--- src/rtl/radix4_booth_seq_mult.sv ---
// radix4_booth_seq_mult: iterative radix-4 Booth multiplier, one digit per clock, valid/ready on both sides.
// Define RADIX4_EARLY_TERM_EN to finish as soon as the remaining multiplier digits are all zero.
module radix4_booth_seq_mult #(
    parameter int WIDTH = 32
) (
    input  logic               clk,
    input  logic               rst_n,
    input  logic               in_valid,
    output logic               in_ready,
    input  logic               in_signed,
    input  logic [WIDTH-1:0]   a,
    input  logic [WIDTH-1:0]   b,
    output logic               out_valid,
    input  logic               out_ready,
    output logic [2*WIDTH-1:0] product,
    output logic               busy
);
    localparam int P  = 2 * WIDTH;
    localparam int N  = WIDTH / 2 + 1;
    localparam int CW = $clog2(N);

    typedef enum logic [1:0] {IDLE, BUSY, DONE} state_t;

    state_t           state, state_nxt;
    logic [P-1:0]     acc, mcand, pp, prod;
    logic [WIDTH+2:0] m;
    logic [CW-1:0]    cnt;
    logic [WIDTH+1:0] ext_a, ext_b;
    logic             last;

    // Two extra bits keep the most-negative and unsigned all-ones cases exact.
    assign ext_a   = {{2{in_signed & a[WIDTH-1]}}, a};
    assign ext_b   = {{2{in_signed & b[WIDTH-1]}}, b};
    assign product = prod;

    assign pp = (m[2:0] == 3'b001 || m[2:0] == 3'b010) ? mcand :
                (m[2:0] == 3'b011)                     ? mcand << 1 :
                (m[2:0] == 3'b100)                     ? -(mcand << 1) :
                (m[2:0] == 3'b101 || m[2:0] == 3'b110) ? -mcand : '0;

`ifdef RADIX4_EARLY_TERM_EN
    assign last = (cnt == CW'(N - 1)) || (m == '0) || (&m);
`else
    assign last = cnt == CW'(N - 1);
`endif

    always_ff @(posedge clk or negedge rst_n) begin
        if (!rst_n) state <= IDLE;
        else        state <= state_nxt;
    end

    always_comb begin
        state_nxt = state;
        in_ready  = 1'b0;
        out_valid = 1'b0;
        busy      = 1'b1;
        case (state)
            IDLE: begin
                in_ready  = 1'b1;
                busy      = 1'b0;
                state_nxt = in_valid ? BUSY : IDLE;
            end
            BUSY:    state_nxt = last ? DONE : BUSY;
            DONE: begin
                out_valid = 1'b1;
                state_nxt = out_ready ? IDLE : DONE;
            end
            default: state_nxt = IDLE;
        endcase
    end

    always_ff @(posedge clk or negedge rst_n) begin
        if (!rst_n) begin
            acc   <= '0;
            mcand <= '0;
            m     <= '0;
            cnt   <= '0;
            prod  <= '0;
        end else if (state == IDLE && in_valid) begin
            acc   <= '0;
            mcand <= {{(WIDTH-2){ext_a[WIDTH+1]}}, ext_a};
            m     <= {ext_b, 1'b0};
            cnt   <= '0;
        end else if (state == BUSY) begin
            acc   <= acc + pp;
            mcand <= mcand << 2;
            m     <= {{2{m[WIDTH+2]}}, m[WIDTH+2:2]};
            cnt   <= cnt + 1'b1;
            if (last) prod <= acc + pp;
        end
    end
endmodule

--- config.mk ---
export PLATFORM = sky130hd
export DESIGN_NAME = radix4_booth_seq_mult
export DESIGN_NICKNAME = d
export VERILOG_FILES = /design/src/rtl/radix4_booth_seq_mult.sv
export SDC_FILE = /design/constraint.sdc
export NUM_CORES = 1
export LEC_CHECK = 0
export BUFFER_PORTS_ARGS = -buffer_cell sky130_fd_sc_hd__buf_2
export CORE_UTILIZATION = 55
export CTS_BUF_LIST = sky130_fd_sc_hd__clkbuf_16
export CTS_CLUSTER_SIZE = 16
export DETAILED_ROUTE_END_ITERATION = 8
export PLACE_DENSITY = 0.87
export SYNTH_ARGS = -nofsm -noshare
export SYNTH_HDL_FRONTEND = slang
export SYNTH_SLANG_ARGS = --single-unit
export TNS_END_PERCENT = 100
--- constraint.sdc ---
create_clock -name clk -period 5.4 [get_ports clk]
set_input_delay 1.62 -clock clk [delete_from_list [all_inputs] [get_ports clk]]
set_output_delay 1.62 -clock clk [all_outputs]
set_load 0.03 [all_outputs]
* Word level (Yosys, flattened, before mapping)
Index checks and enable logic that the tools add are counted.
** Cells by class
- $add $sub $neg :: 4
- Equal/unequal tests :: 9
- Muxes and demuxes :: 19
- Bitwise logic cells :: 3
- Reduce and logical (&&, ||, !) cells :: 6
** Operators by type and width (count)
- 64-bit two-way mux :: 8
- 64-bit negator :: 2
- 64-bit adder :: 1
- 35-bit two-way mux :: 1
- 34-bit two-way mux :: 1
- 5-bit two-way mux :: 2
- 3-bit == test (second input constant) :: 3
- 3-bit by 2-bit == test with 1-bit output (second input constant) :: 2
- 2-bit one-hot mux with 3 select lines :: 1
- 5-bit by 1-bit adder with 5-bit output (second input constant) :: 1
- 5-bit == test (second input constant) :: 1
- 1-bit two-way mux :: 4
- 2-bit two-way mux :: 2
- 3-bit by 1-bit == test with 1-bit output (second input constant) :: 1
- 3-bit AND reduction :: 1
- 1-bit bitwise AND :: 2
- 2-bit by 1-bit == test with 1-bit output (second input constant) :: 1
- 2-bit == test (second input constant) :: 1
- 2-bit zero test :: 1
- 1-bit logical OR :: 2
- 2-bit nonzero test :: 1
- 1-bit logical AND :: 1
- 1-bit NOT :: 1
** Storage, ports and cells
- Bits in registers :: 234
- Input bits :: 69
- Output and inout port bits :: 67
- Word-level logic and storage cells :: 48

* Depth between registers and ports, before layout
- Word-level depth :: 9
- Mapped depth :: 25
- Depth with buffers taken out :: 24

* Worst setup path after synthesis
OpenSTA, ideal clock, no wires.
- Kind :: reg-to-reg
- Start :: register mcand[3]
- End :: register prod[55] (netlist: product[55])
- Setup time :: 0.133 ns
- Arrival time :: 5.181 ns
- Required time :: 5.267 ns
- Setup slack :: 0.086 ns
- Cell stages (with the launch flop) :: 25
- Buffers on the path :: 1
- Clock period less this slack :: 5.314 ns
- Path through :: dfrtp_1 > buf_6 > nor4_2 > nand4_1 > or3b_1 > or3_1 > or2_2 > nor2_1 > xnor2_1 > a21oi_1 > o21ai_0 > nand2_1 > o21ai_0 > ha_1 > nand4_1 > nor2_1 > nand3_1 > a311oi_1 > o31ai_1 > o31a_1 > o21ai_1 > a21oi_1 > o31ai_1 > xnor2_1 > o21ai_0
** On the way
- Word-level cells in the longest chain between the ends :: 6
- Elaborated cells on any way between the ends :: 7
- Classes of those cells :: add/sub: 3; mux: 4
** Ends and longest elaborated chain
- start, declared :: RTL line 25 : logic [P-1:0] acc, mcand, pp, prod;
- start signal, assigned :: RTL line 81 : mcand <= {{(WIDTH-2){ext_a[WIDTH+1]}}, ext_a};
- start signal, assigned :: RTL line 86 : mcand <= mcand << 2;
- 64-bit negator :: RTL line 39 : (m[2:0] == 3'b101 || m[2:0] == 3'b110) ? -mcand : '0;
- 64-bit two-way mux :: RTL line 39
- 64-bit two-way mux :: RTL line 38 : (m[2:0] == 3'b100) ? -(mcand << 1) :
- 64-bit two-way mux :: RTL line 37 : (m[2:0] == 3'b011) ? mcand << 1 :
- 64-bit two-way mux (*) :: RTL line 36 : assign pp = (m[2:0] == 3'b001 || m[2:0] == 3'b010) ? mcand :
- 64-bit adder (*) :: RTL line 89 : if (last) prod <= acc + pp;
- end signal, assigned :: RTL line 89
- end, declared :: RTL line 25
Mark *: on every way between the ends. The rest lies on a longest branch, timed or not.
A chain may end at the register's enable or synchronous reset.

* Worst setup path after layout
- Start :: register mcand[10]
- End :: register prod[47] (netlist: product[47])
Same word-level chain as after synthesis.

==> metrics <==
status complete, no violations; CP max stage cell or3b_4; CP startpoint kind register; RSZ-0062 raised after global routing yes; Die X-Extent 174 um; Post-synth EDFFs 0; Syn. warnings 0; clk sinks 234; Max Fanout on Critical Path 4; global-route usage over all layers between 30% and 40%; final hold vios 0; initial drt markers 1572; DIE AREA 30300 sq um; H-tree levels 1; routed vias/inst 6.31; Avg Synthesized Cell Area roughly 8 sq um; global-route wire length before repair 84600 um; die height 174 um; final design area excluding fillers 19500 sq um; Remaining Overflow, GRT 0; multi-input logic area 10100 sq um; setup violators final 0; DRC 0; CP Capture Type register; remaining antenna violation count 0; fin. max-slew vios 0; share of layout cells above drive strength 1 22.0%; Mapped Area roughly 16000 sq um; fillers 2428; crit-path max cell delay 0.42 ns; largest net degree at the start of global routing 117; worst path buffer plus inverter count 4; asr flop ratio synth between 90% and 100%; clk slew on worst S/H paths about 0.060 ns; Vias 16400; I/O Buffers between 100 and 150; fmax 190 MHz; maxcap violations 0; CTS buffer count 28; sequential cell area 5860 sq um; I/O pin cnt 136; WL/cell 20.9 um; DR pass1 iterations 6; fin crit share 97.4%; cell mode on critical path buf_4; gpl congestion 0.966; Initial Utilization between 50 and 60%; skew final roughly 0.014 ns; worst skew pair latency 0.56 ns; DP HPWL 37500 um; Crit Path Class register to register; flops & latches, synth 234; drt total wl 54100 um; CTS tree done; Crit path required time 5.83 ns; crit path DAT roughly 5.7 ns; syn_nets 2146; Core ar. 28900 sq um; num rows a little over 60; initial antenna violation count 0; post-synthesis sequential area ratio 36.0%; Synth Instances approximately 2000; CP top delay family simple AND/OR/NAND/NOR gates; min-delay worst type register to register; worst slew pin tran 1.01 ns; diode count 0; clk root buf clkbuf_16; Min Clock Period, post-route 5.26 ns; Placed Area approximately 18000 sq um; Post-synth top flop dfrtp_1; number of global-route vias before repair 15500; Cell variety after synth 65; nets 2323; largest buffer count on any clock path 3; P&R area growth vs syn 20.1%; Slew headroom 32.4%
==> Yosys cell counts (13+ instances only) <==
cell type,instances,area share [%]
inv_1,33,0.76
nand2_1,338,7.8
a221oi_1,23,1.2
clkbuf_1,144,3.3
o21bai_1,18,0.83
a22o_1,30,1.6
or3_1,15,0.58
a22oi_1,78,3.6
nor3_1,31,0.95
nor4_1,13,0.50
nand3_1,38,1.2
o22ai_1,22,0.85
a21oi_1,169,5.2
dfrtp_1,234,36
o21ai_0,167,5.1
maj3_1,14,0.86
xnor2_1,83,4.5
mux2_2,35,2.4
ha_1,67,5.2
nand2b_1,14,0.54
nor2_1,162,3.7
a21o_1,33,1.5
nand4_1,25,0.96
xor2_1,41,2.2
a31oi_1,24,0.92
==> placed cells by master (no fill, tap or decap), drive strengths merged, types with 17 or more instances in the layout <==
| master | synthesis | routed |
|---|---|---|
| inv | 33 | 37 |
| a221oi | 24 | 24 |
| a21o | 33 | 33 |
| nor3 | 31 | 31 |
| o22ai | 22 | 22 |
| xnor2 | 83 | 83 |
| nand3 | 38 | 38 |
| buf | 19 | 310 |
| mux2 | 35 | 35 |
| clkbuf | 144 | 29 |
| nand4 | 25 | 25 |
| or3 | 18 | 18 |
| o21ai | 173 | 173 |
| nand2 | 338 | 338 |
| a31oi | 24 | 24 |
| a21oi | 169 | 169 |
| ha | 67 | 67 |
| dfrtp | 234 | 234 |
| o21bai | 18 | 18 |
| nor4 | 17 | 17 |
| nor2 | 162 | 162 |
| xor2 | 41 | 41 |
| a22o | 30 | 30 |
| a22oi | 78 | 78 |
==> layout make-up <==
type | instances | area share [%]
Inverter | 35 | 0.673
Sequential cell | 234 | 30.0
Tap cell | 384 | 2.46
Clock buffer | 29 | 3.72
Timing Repair Buffer | 310 | 10.5
Multi-Input combinational cell | 1577 | 51.5
Clock inverter | 23 | 1.15
==> kinds of logic (layout without fill, tap and decap cells) <==
kind of cell	count (synthesis)	after routing	share of synthesized area, %
simple gates	683	683	18.5
compound gates	645	645	25.0
mux	43	43	2.92
buf+inv	198	397	4.70
flops	234	234	36.0
xor+xnor	124	124	6.68
fa+ha+maj	82	82	6.14
==> stage by stage <==
| step | hold slack, ns | TNS (ns) | util, % | setup WS, ns | std cells |
|---|---|---|---|---|---|
| after detailed placement | 0.463 | -1.61 | 62.7 | -0.230 | 2530 |
| after global routing | 0.500 | -1.29 | 67.7 | -0.118 | 2592 |
| final | 0.475 | 0 | 67.7 | 0.140 | 2592 |
| after global placement | 0.458 | -0.543 | 62.7 | -0.127 | 2530 |
| after floorplan | 0.447 | 0 | - | 0.0860 | 2009 |
| after CTS | 0.479 | 0 | 66.1 | 0.00103 | 2582 |
==> metal layers <==
layer,vias up,track usage [%],part of all wire [%]
met5,-,0,0
met4,0,10.9,2.8
met3,137,6.98,9.8
met2,799,53.6,44
met1,7869,49.7,43
li1,7546,-,-
==> worst reg2reg max path: stages (launching register included) <==
cell	delay (ns)
dfrtp_1	0.38
nor4_2	0.26
buf_4	0.15
nand4_1	0.15
or3b_4	0.42
or3_4	0.34
or2_4	0.27
nor2_4	0.13
xnor2_2	0.10
a21oi_2	0.17
o21ai_1	0.08
nand2_1	0.08
o21ai_2	0.08
ha_1	0.35
buf_4	0.17
nand2_1	0.09
nor2_1	0.05
a221oi_1	0.25
o21ai_1	0.20
o31ai_4	0.35
o31a_1	0.25
o21ai_2	0.10
buf_6	0.14
buf_4	0.13
xor2_1	0.16
mux2_2	0.29
==> sequential cells by signal, summed over array words and instances, names as in the netlist <==
signal / flops
m: 35
product: 64
state: 2
acc: 64
cnt: 5
mcand: 64
==> what timing repair did <==
item | in CTS | in global routing
setup buffers | 0 | 11
pin swaps | 1 | 42
hold buffers | 0 | 0
resized for setup | 7 | 92
setup endpoints to repair | 20 | 48
==> path summary, 6_finish.rpt <==
check | from | to | slack (ns) | cells after the start
max in group asynchronous | rst_n | acc[57] | 3.33 | 2
min in group asynchronous | rst_n | mcand[13] | 1.16 | 1
max reg2reg | mcand[10] | product[47] | 0.14 | 25
min reg2reg | m[6] | m[6] | 0.47 | 2
max | mcand[10] | product[47] | 0.14 | 25
min | m[6] | m[6] | 0.47 | 2
Power is left out: the tool's default activity adds up to more than one toggle a clock period on the data nets, which glitch-free logic cannot reach.
